[src/rtl/cla_multiword_sequencer_pkg.sv]
`default_nettype none
// ---------------------------------------------------------------------------
// Module      : cla_multiword_sequencer_pkg
// Description : State encodings and sizing helper shared by the multi-word
//               chunked adder sequencer.
// Revision    : 1.0 - initial release
// ---------------------------------------------------------------------------
package cla_multiword_sequencer_pkg;

    typedef enum logic [1:0] {
        ST_IDLE = 2'd0,
        ST_RUN  = 2'd1,
        ST_DONE = 2'd2
    } state_t;

    // Ceiling log2, never smaller than 1 so a counter always has a bit
    function automatic int clog2_min1(input int value);
        int result;
        result = 0;
        for (int v = value - 1; v > 0; v = v >>> 1) begin
            result = result + 1;
        end
        if (result < 1) begin
            result = 1;
        end
        return result;
    endfunction

endpackage
`default_nettype wire

[src/rtl/cla_multiword_sequencer_adder.sv]
`default_nettype none
// ---------------------------------------------------------------------------
// Module      : Carry_LookAhead_Adder
// Description : Carry-less WIDTH-bit lookahead adder. Sum is WIDTH+1 bits,
//               the top bit being the carry out. Each carry is formed
//               directly from generate/propagate terms, not rippled.
// Revision    : 1.0 - initial release
// ---------------------------------------------------------------------------
module Carry_LookAhead_Adder #(
    parameter int WIDTH = 4
) (
    input  logic [WIDTH-1:0] i_a,
    input  logic [WIDTH-1:0] i_b,
    output logic [WIDTH:0]   o_sum
);

    logic [WIDTH-1:0] w_gen;
    logic [WIDTH-1:0] w_prop;
    logic [WIDTH:0]   w_carry;
    logic             w_acc;
    logic             w_prod;

    assign w_gen  = i_a & i_b;
    assign w_prop = i_a ^ i_b;

    // Lookahead carries: c[i+1] = OR_j ( g[j] & p[j+1..i] ), no carry-in
    always_comb begin
        w_carry = '0;
        w_acc   = 1'b0;
        w_prod  = 1'b1;
        for (int i = 0; i < WIDTH; i++) begin
            w_acc  = 1'b0;
            w_prod = 1'b1;
            for (int j = i; j >= 0; j--) begin
                w_acc  = w_acc | (w_prod & w_gen[j]);
                w_prod = w_prod & w_prop[j];
            end
            w_carry[i+1] = w_acc;
        end
    end

    assign o_sum = {w_carry[WIDTH], w_prop ^ w_carry[WIDTH-1:0]};

endmodule
`default_nettype wire

[src/rtl/cla_multiword_sequencer.sv]
`default_nettype none
// ---------------------------------------------------------------------------
// Module      : cla_multiword_sequencer
// Description : Adds two WIDTH*NUM_CHUNKS-bit operands one WIDTH-bit chunk
//               per clock on a single shared lookahead adder, LSB first,
//               with the inter-chunk carry held in a register.
// Revision    : 1.0 - initial release
// ---------------------------------------------------------------------------
module cla_multiword_sequencer
    import cla_multiword_sequencer_pkg::*;
#(
    parameter  int WIDTH      = 3,
    parameter  int NUM_CHUNKS = 4,
    localparam int TOTAL      = WIDTH * NUM_CHUNKS
) (
    input  logic             i_clk,
    input  logic             i_rst,
    input  logic             i_start_valid,
    output logic             o_start_ready,
    input  logic [TOTAL-1:0] i_op_a,
    input  logic [TOTAL-1:0] i_op_b,
    input  logic             i_carry_in,
    output logic [TOTAL-1:0] o_result,
    output logic             o_carry_out,
    output logic             o_done_valid,
    input  logic             i_done_ready,
    output logic             o_busy
);

    localparam int IDX_W = clog2_min1(NUM_CHUNKS);
    localparam logic [IDX_W-1:0] C_LAST_IDX = IDX_W'(NUM_CHUNKS - 1);

    state_t           r_state;
    logic [IDX_W-1:0] r_idx;
    logic             r_carry;
    logic [TOTAL-1:0] r_op_a;
    logic [TOTAL-1:0] r_op_b;
    logic [TOTAL-1:0] r_result;
    logic             r_carry_out;
    logic             r_done_valid;
    logic             r_busy;
    logic             r_start_ready;

    logic [WIDTH:0]   w_add_a;
    logic [WIDTH:0]   w_add_b;
    logic [WIDTH+1:0] w_add_sum;
    logic [WIDTH-1:0] w_chunk_sum;
    logic             w_new_carry;

    // The adder has no carry input: a forced 1 in bit 0 of one operand
    // paired with the carry in bit 0 of the other makes bit 0 carry out
    // exactly the stored carry into the real chunk bits.
    assign w_add_a = {r_op_a[r_idx*WIDTH +: WIDTH], 1'b1};
    assign w_add_b = {r_op_b[r_idx*WIDTH +: WIDTH], r_carry};

    Carry_LookAhead_Adder #(
        .WIDTH (WIDTH + 1)
    ) u_adder (
        .i_a   (w_add_a),
        .i_b   (w_add_b),
        .o_sum (w_add_sum)
    );

    assign w_chunk_sum = w_add_sum[WIDTH:1];
    assign w_new_carry = w_add_sum[WIDTH+1];

    // Sequencer FSM: accept operands, walk the chunks, hold result until taken
    always_ff @(posedge i_clk) begin
        if (i_rst) begin
            r_state       <= ST_IDLE;
            r_idx         <= '0;
            r_carry       <= 1'b0;
            r_op_a        <= '0;
            r_op_b        <= '0;
            r_result      <= '0;
            r_carry_out   <= 1'b0;
            r_done_valid  <= 1'b0;
            r_busy        <= 1'b0;
            r_start_ready <= 1'b1;
        end else begin
            case (r_state)
                ST_IDLE: begin
                    if (i_start_valid && r_start_ready) begin
                        r_op_a        <= i_op_a;
                        r_op_b        <= i_op_b;
                        r_carry       <= i_carry_in;
                        r_idx         <= '0;
                        r_start_ready <= 1'b0;
                        r_busy        <= 1'b1;
                        r_state       <= ST_RUN;
                    end
                end
                ST_RUN: begin
                    r_result[r_idx*WIDTH +: WIDTH] <= w_chunk_sum;
                    r_carry <= w_new_carry;
                    if (r_idx == C_LAST_IDX) begin
                        r_carry_out  <= w_new_carry;
                        r_idx        <= '0;
                        r_done_valid <= 1'b1;
                        r_state      <= ST_DONE;
                    end else begin
                        r_idx <= r_idx + 1'b1;
                    end
                end
                ST_DONE: begin
                    if (i_done_ready) begin
                        r_done_valid  <= 1'b0;
                        r_busy        <= 1'b0;
                        r_start_ready <= 1'b1;
                        r_state       <= ST_IDLE;
                    end
                end
                default: begin
                    r_idx         <= '0;
                    r_done_valid  <= 1'b0;
                    r_busy        <= 1'b0;
                    r_start_ready <= 1'b1;
                    r_state       <= ST_IDLE;
                end
            endcase
        end
    end

    assign o_start_ready = r_start_ready;
    assign o_result      = r_result;
    assign o_carry_out   = r_carry_out;
    assign o_done_valid  = r_done_valid;
    assign o_busy        = r_busy;

endmodule
`default_nettype wire
[config.mk]
export PLATFORM = sky130hd
export DESIGN_NAME = cla_multiword_sequencer
export DESIGN_NICKNAME = d
export VERILOG_FILES = /design/src/rtl/cla_multiword_sequencer_pkg.sv /design/src/rtl/cla_multiword_sequencer_adder.sv /design/src/rtl/cla_multiword_sequencer.sv
export SDC_FILE = /design/constraint.sdc
export NUM_CORES = 1
export LEC_CHECK = 0
export ABC_AREA = 1
export CAP_MARGIN = 5
export CORE_MARGIN = 8
export CORE_UTILIZATION = 38
export CTS_CLUSTER_DIAMETER = 80
export DETAILED_ROUTE_END_ITERATION = 10
export GPL_TIMING_DRIVEN = 0
export PLACE_DENSITY = 0.64
export SLEW_MARGIN = 5
export SYNTH_ARGS = -nofsm -noshare
export SYNTH_HDL_FRONTEND = slang
export SYNTH_SLANG_ARGS = --single-unit
[constraint.sdc]
create_clock -name i_clk -period 2.45 [get_ports i_clk]
set_input_delay 0.3675 -clock i_clk [delete_from_list [all_inputs] [get_ports i_clk]]
set_output_delay 0.3675 -clock i_clk [all_outputs]
set_load 0.005 [all_outputs]
## Word level (Yosys, flattened, before mapping)

Cells that the tools add are included.

| operators by class | value |
|---|---|
| multiply operators | 1 |
| multiplexer cells | 18 |
| add/subtract/negate cells | 2 |
| equal/unequal tests | 6 |
| reductions and logical operators | 10 |
| shifts and indexed selects | 4 |
| bitwise logic cells | 21 |

Operators with widths:

| cell | count |
|---|---|
| negation 4 -> 34 bit | 1 |
| variable shift 3 x 34 -> 12 bit, first input constant | 1 |
| variable part select 3 x 34 -> 12 bit | 1 |
| variable part select 12 x 5 -> 3 bit | 2 |
| bitwise mux 12 bit | 1 |
| one-hot mux 2 bit (3 select lines) | 2 |
| two-way mux 2 bit | 5 |
| bitwise AND 1 bit | 9 |
| one-hot mux 1 bit (3 select lines) | 3 |
| AND reduction 3 bit | 3 |
| AND reduction 2 bit | 4 |
| bitwise XOR 4 bit | 2 |
| two-way mux 1 bit | 6 |
| != test 2 bit, second input constant | 3 |
| OR 1 bit | 6 |
| bitwise AND 4 bit | 1 |
| equality test 2 bit, second input constant | 2 |
| multiplier 2 x 2 -> 4 bit, second input constant | 1 |
| NOT 1 bit | 3 |
| adder 2 x 1 -> 2 bit, second input constant | 1 |
| equality test 2 x 1 -> 1 bit, second input constant | 1 |
| logical NOT 2 bit | 1 |
| one-hot mux 1 bit (2 select lines) | 1 |
| nonzero test 2 bit | 1 |
| logical AND 1 bit | 1 |

| word-level totals | value |
|---|---|
| output and inout port bits | 16 |
| logic and storage cells | 72 |
| input bits | 29 |
| register bits | 45 |

## Depth between registers and ports, before layout

| depth | value |
|---|---|
| depth after elaboration | 9 |
| mapped depth | 12 |

## By module

From an unflattened synthesis, not the netlist that was laid out.

| unflattened totals | value |
|---|---|
| cell total of the unflattened synthesis | 290 |
| area total of the unflattened synthesis | 2112.0 µm² |

By module, submodules not included:

| module | area an instance (µm²) | times used | cells an instance |
|---|---|---|---|
| cla_multiword_sequencer | 1945.6 | 1 | 264 |
| Carry_LookAhead_Adder | 166.4 | 1 | 26 |

## Worst setup path after synthesis

OpenSTA, ideal clock, no wires.

| timing | value |
|---|---|
| path kind | reg2reg |
| from | reg r_idx[0] |
| to | reg r_result[10] (netlist: o_result[10]) |
| arrival time | 1.952 ns |
| slack | 0.433 ns |
| buffers on the path | 1 |
| required time | 2.385 ns |
| cell stages (with the launch flop) | 11 |
| clock period less this slack | 2.017 ns |
| setup time | 0.065 ns |
| cell sequence | dfxtp_1 > inv_2 > buf_2 > o21ai_1 > o22ai_1 > fa_1 > xor2_1 > nand2_1 > nor2_1 > a22oi_1 > nor2_1 |

| on the way | value |
|---|---|
| word-level cells in the longest chain between the ends | 9 |

RTL lines:

| element | RTL line | source |
|---|---|---|
| from (decl) | cla_multiword_sequencer.sv:34 | `logic [IDX_W-1:0] r_idx;` |
| from (signal assigned) | cla_multiword_sequencer.sv:102 | `r_idx <= r_idx + 1'b1;` |
| multiplier 2 x 2 -> 4 bit (*) | cla_multiword_sequencer.sv:53, cla_multiword_sequencer.sv:54, cla_multiword_sequencer.sv:94 |  |
| variable part select 12 x 5 -> 3 bit, on equally long branches | cla_multiword_sequencer.sv:53, cla_multiword_sequencer.sv:54 |  |
| bitwise XOR 4 bit / bitwise AND 4 bit (equally long branches) | cla_multiword_sequencer_adder.sv:24, cla_multiword_sequencer_adder.sv:23 |  |
| bitwise AND 1 bit, on equally long branches | cla_multiword_sequencer_adder.sv:35, cla_multiword_sequencer_adder.sv:36 |  |
| OR 1 bit / bitwise AND 1 bit (equally long branches) | cla_multiword_sequencer_adder.sv:35 | `w_acc = w_acc \| (w_prod & w_gen[j]);` |
| OR 1 bit | cla_multiword_sequencer_adder.sv:35 |  |
| bitwise XOR 4 bit | cla_multiword_sequencer_adder.sv:42 | `assign o_sum = {w_carry[WIDTH], w_prop ^ w_carry[WIDTH-1:0]};` |
| variable part select 3 x 34 -> 12 bit | cla_multiword_sequencer.sv:94 | `r_result[r_idx*WIDTH +: WIDTH] <= w_chunk_sum;` |
| bitwise mux 12 bit (*) | cla_multiword_sequencer.sv:94 |  |
| to (signal, indexed assignment) | cla_multiword_sequencer.sv:94 |  |
| to (decl) | cla_multiword_sequencer.sv:38 | `logic [TOTAL-1:0] r_result;` |

Every way passes the cells marked *; elsewhere a longest branch is shown, timed or not.
A chain may end at the register's enable or synchronous reset.

## Worst setup path after layout

| timing | value |
|---|---|
| from | reg r_idx[0] |
| to | reg r_result[5] (netlist: o_result[5]) |

Same word-level chain as after synthesis.

==> impl_results.md <==
- Outcome: finished, final reports clean
- Placed Area: 2591 um^2
- Post-detailed-routing wire length: 4.732 mm
- Number of global-route vias before repair: 1842
- Clock root buffer: clkbuf_8
- First-pass GRT wire length: 8.335 mm
- Reg2Reg Depth: 12
- Cell area after synthesis: 2071 um^2
- Final Wtd Congestion: 0.8358
- Routed Antenna Nets: 0
- Clock skew: 5.102 ps
- Hold Path Depth: 2
- Cts bufs inserted: 5
- Leak pwr: 0.001101 uW
- Part of the cycle the worst path needs: 89.51%
- Die Height: 89.82 um
- Worst-Skew Late Latency: 300 ps
- Max FO, Critical Path: 12
- Min Tclk post-route: 2193 ps
- CTS Buffer Depth: 2
- Setup-failing EPs final: 0
- Post-DP HPWL: 3.590 mm
- Count of different cell masters after synthesis: 30
- Critical path data arrival time: 2420 ps
- Vias/cell: 4.707
- Slew Limit Fails: 0
- Fin Hold WS: 371.4 ps
- GRT Util Overall: 12.11%
- Top Ports: 45
- Hold buffer count at cts: 0
- Rel. slew slack: 71.72%
- Post-Synthesis Cells: 273
- Die ar.: 8068 um^2
- DR iter-0 viols: 114
- Count of state elements after synthesis: 45
- Final hold vios: 0
- Ant. Diodes: 0
- Maximum vdd ir drop: 0.3750 mV
- Die outline width: 89.82 um
- GRT Residual Overflow: 0
- Num rows: 27
- CTS tree: yes
- # DRC: 0
- Largest net degree at the start of global routing: 14
- Peak Freq: 456.0 MHz
- First drt pass iteration count: 4
- Yosys warnings: 0
- Nets: 362
- Starting Density: 38.55%
- Core region area: 5371 um^2
- Share of layout cells above drive strength 1: 10.49%
- Htree depth: 2
- Finished Cell Area: 2703 um^2
- Area grow syn2layout: 30.51%
- Max-cap violations: 0
- CTS sink count: 45
- Sequential share of the synthesized area: 43.50%
- Via count: 1864
- Setup CP Type: reg2reg
- WL per Instance: 11.95 um
- CP Launch Type: flip-flop
- Worst path required time: 2680 ps
- Crit path capture type: flip-flop
- PwrDens: 634.2 nW/um^2
- Worst-margin pin slew: 424.1 ps
- Synthesized Nets: 312
- IO Port Bufs: 43
- Reg clk slew, reported paths: 80 ps
- TNS Setup: 0 ps
- RSZ-0062 raised after global routing: no
- Initial antenna violation count: 0
- Hold Path Class: in2reg
- Synth Area per Inst: 7.585 um^2
==> cell usage in the layout (no fill, tap or decap), drive strengths merged <==
cell,n
nor2,74
dfxtp,45
clkdlybuf4s50,43
nand2,39
o21ai,39
a21oi,16
inv,16
clkbuf,11
ha,9
nand3,8
o22ai,6
buf,6
a22oi,3
clkinv,2
xor2,1
nor4,1
nand3b,1
o21a,1
o211ai,1
a31oi,1
fa,1
==> per-stage QoR <==
| step | power [uW] | cells | setup slack (ps) | utilization [%] |
|---|---|---|---|---|
| 2_1_floorplan | 1100 | 273 | 433.0 | - |
| 3_3_place_gp | 1230 | 388 | 23.97 | 48.24 |
| 6_report | 1714 | 396 | 257.0 | 50.31 |
| 4_1_cts | 1726 | 396 | 129.2 | 50.15 |
| 5_1_grt | 1832 | 396 | 21.18 | 50.31 |
| 3_5_place_dp | 1234 | 388 | 16.45 | 48.24 |
==> Yosys cell counts <==
master	instances	area share, %
nand2_2	3	0.91
nand3b_1	1	0.36
o21ai_1	6	1.5
a31oi_1	1	0.30
nor4_4	1	1.0
buf_6	2	1.1
a22oi_1	3	1.1
xor2_1	1	0.42
nor2_1	68	12
o22ai_1	6	1.8
o211ai_1	1	0.36
fa_1	1	0.97
nor2_8	1	0.97
nand2_4	1	0.54
buf_2	3	0.72
buf_4	2	0.72
inv_1	11	2.0
inv_4	1	0.30
a21oi_1	16	3.9
clkbuf_1	3	0.54
clkinv_1	1	0.18
nand3_1	8	1.9
dfxtp_1	45	44
nor2_2	4	1.2
nor2_4	1	0.54
ha_1	9	5.4
o21ai_0	33	8.0
o21a_1	1	0.36
inv_2	4	0.72
nand2_1	35	6.3
==> critical path, cell delays in order, from the launching register on <==
cell	delay, ps
dfxtp_4	400
inv_2	140
clkbuf_4	250
nor2_1	60
o22ai_1	280
ha_1	310
nand2_1	70
nand2_1	50
nand3_1	80
nand2_1	100
nor2_2	160
nand3_1	90
a21oi_1	130
==> layout make-up <==
class                   count  area (um^2)
plain buffers              10        66.31
inverters                  17        66.31
flip-flops and latches     45        905.9
fillers                   542         2669
clock buffers               7        96.34
clock inverters             1        5.005
repair buffers             43        430.4
well taps                  72        90.09
multi-input cells         201         1042
==> where the power goes <==
part,switching [uW],internal [uW],total [uW],leakage [uW]
Clock,239,255,494,0.0000542
Combinational,220,171,391,0.000676
Sequential,38.0,791,829,0.000370
Total,497,1220,1710,0.00110
==> flip-flops by register name, indices dropped and copies added, names as in the netlist <==
register and flops:
o_busy 1, o_carry_out 1, o_done_valid 1, o_result 12, o_start_ready 1, r_carry 1, r_idx 2, r_op_a 12
r_op_b 12, r_state 2
==> metal layers <==
layer / GRT usage [%] / share of wire (%) / up-vias
met3: 3.574 / 4.6 / 7
met1: 15.06 / 48 / 822
li1: - / - / 993
met2: 19.51 / 47 / 42
met5: 0 / 0 / -
met4: 3.808 / 1.0 / 0
==> timing repair <==
item | CTS | global route
hold endpoints to repair | 0 | 0
setup endpoints to repair | 4 | 5
buffers inserted | 0 | 0
resized for setup | 1 | 4
==> final timing paths <==
check,startpoint,end,slack (ps)
setup / recovery,r_idx[0],o_result[5],260
hold / removal,i_rst,r_idx[1],370
setup reg to reg,r_idx[0],o_result[5],260
hold reg to reg,o_result[1],o_result[1],470
==> cell families (layout without fill, tap and decap cells) <==
group / count (synthesis) / count (layout) / synth area share (%)
and+or+nand+nor: 123 / 123 / 26.16
AOI/OAI and AO/OA: 67 / 67 / 17.22
DFF: 45 / 45 / 43.50
buffers and inverters: 27 / 78 / 6.283
adders and majority gates: 10 / 10 / 6.405
xor gates and xnor gates: 1 / 1 / 0.4230
Note: power is estimated with default switching activity, not from simulation.
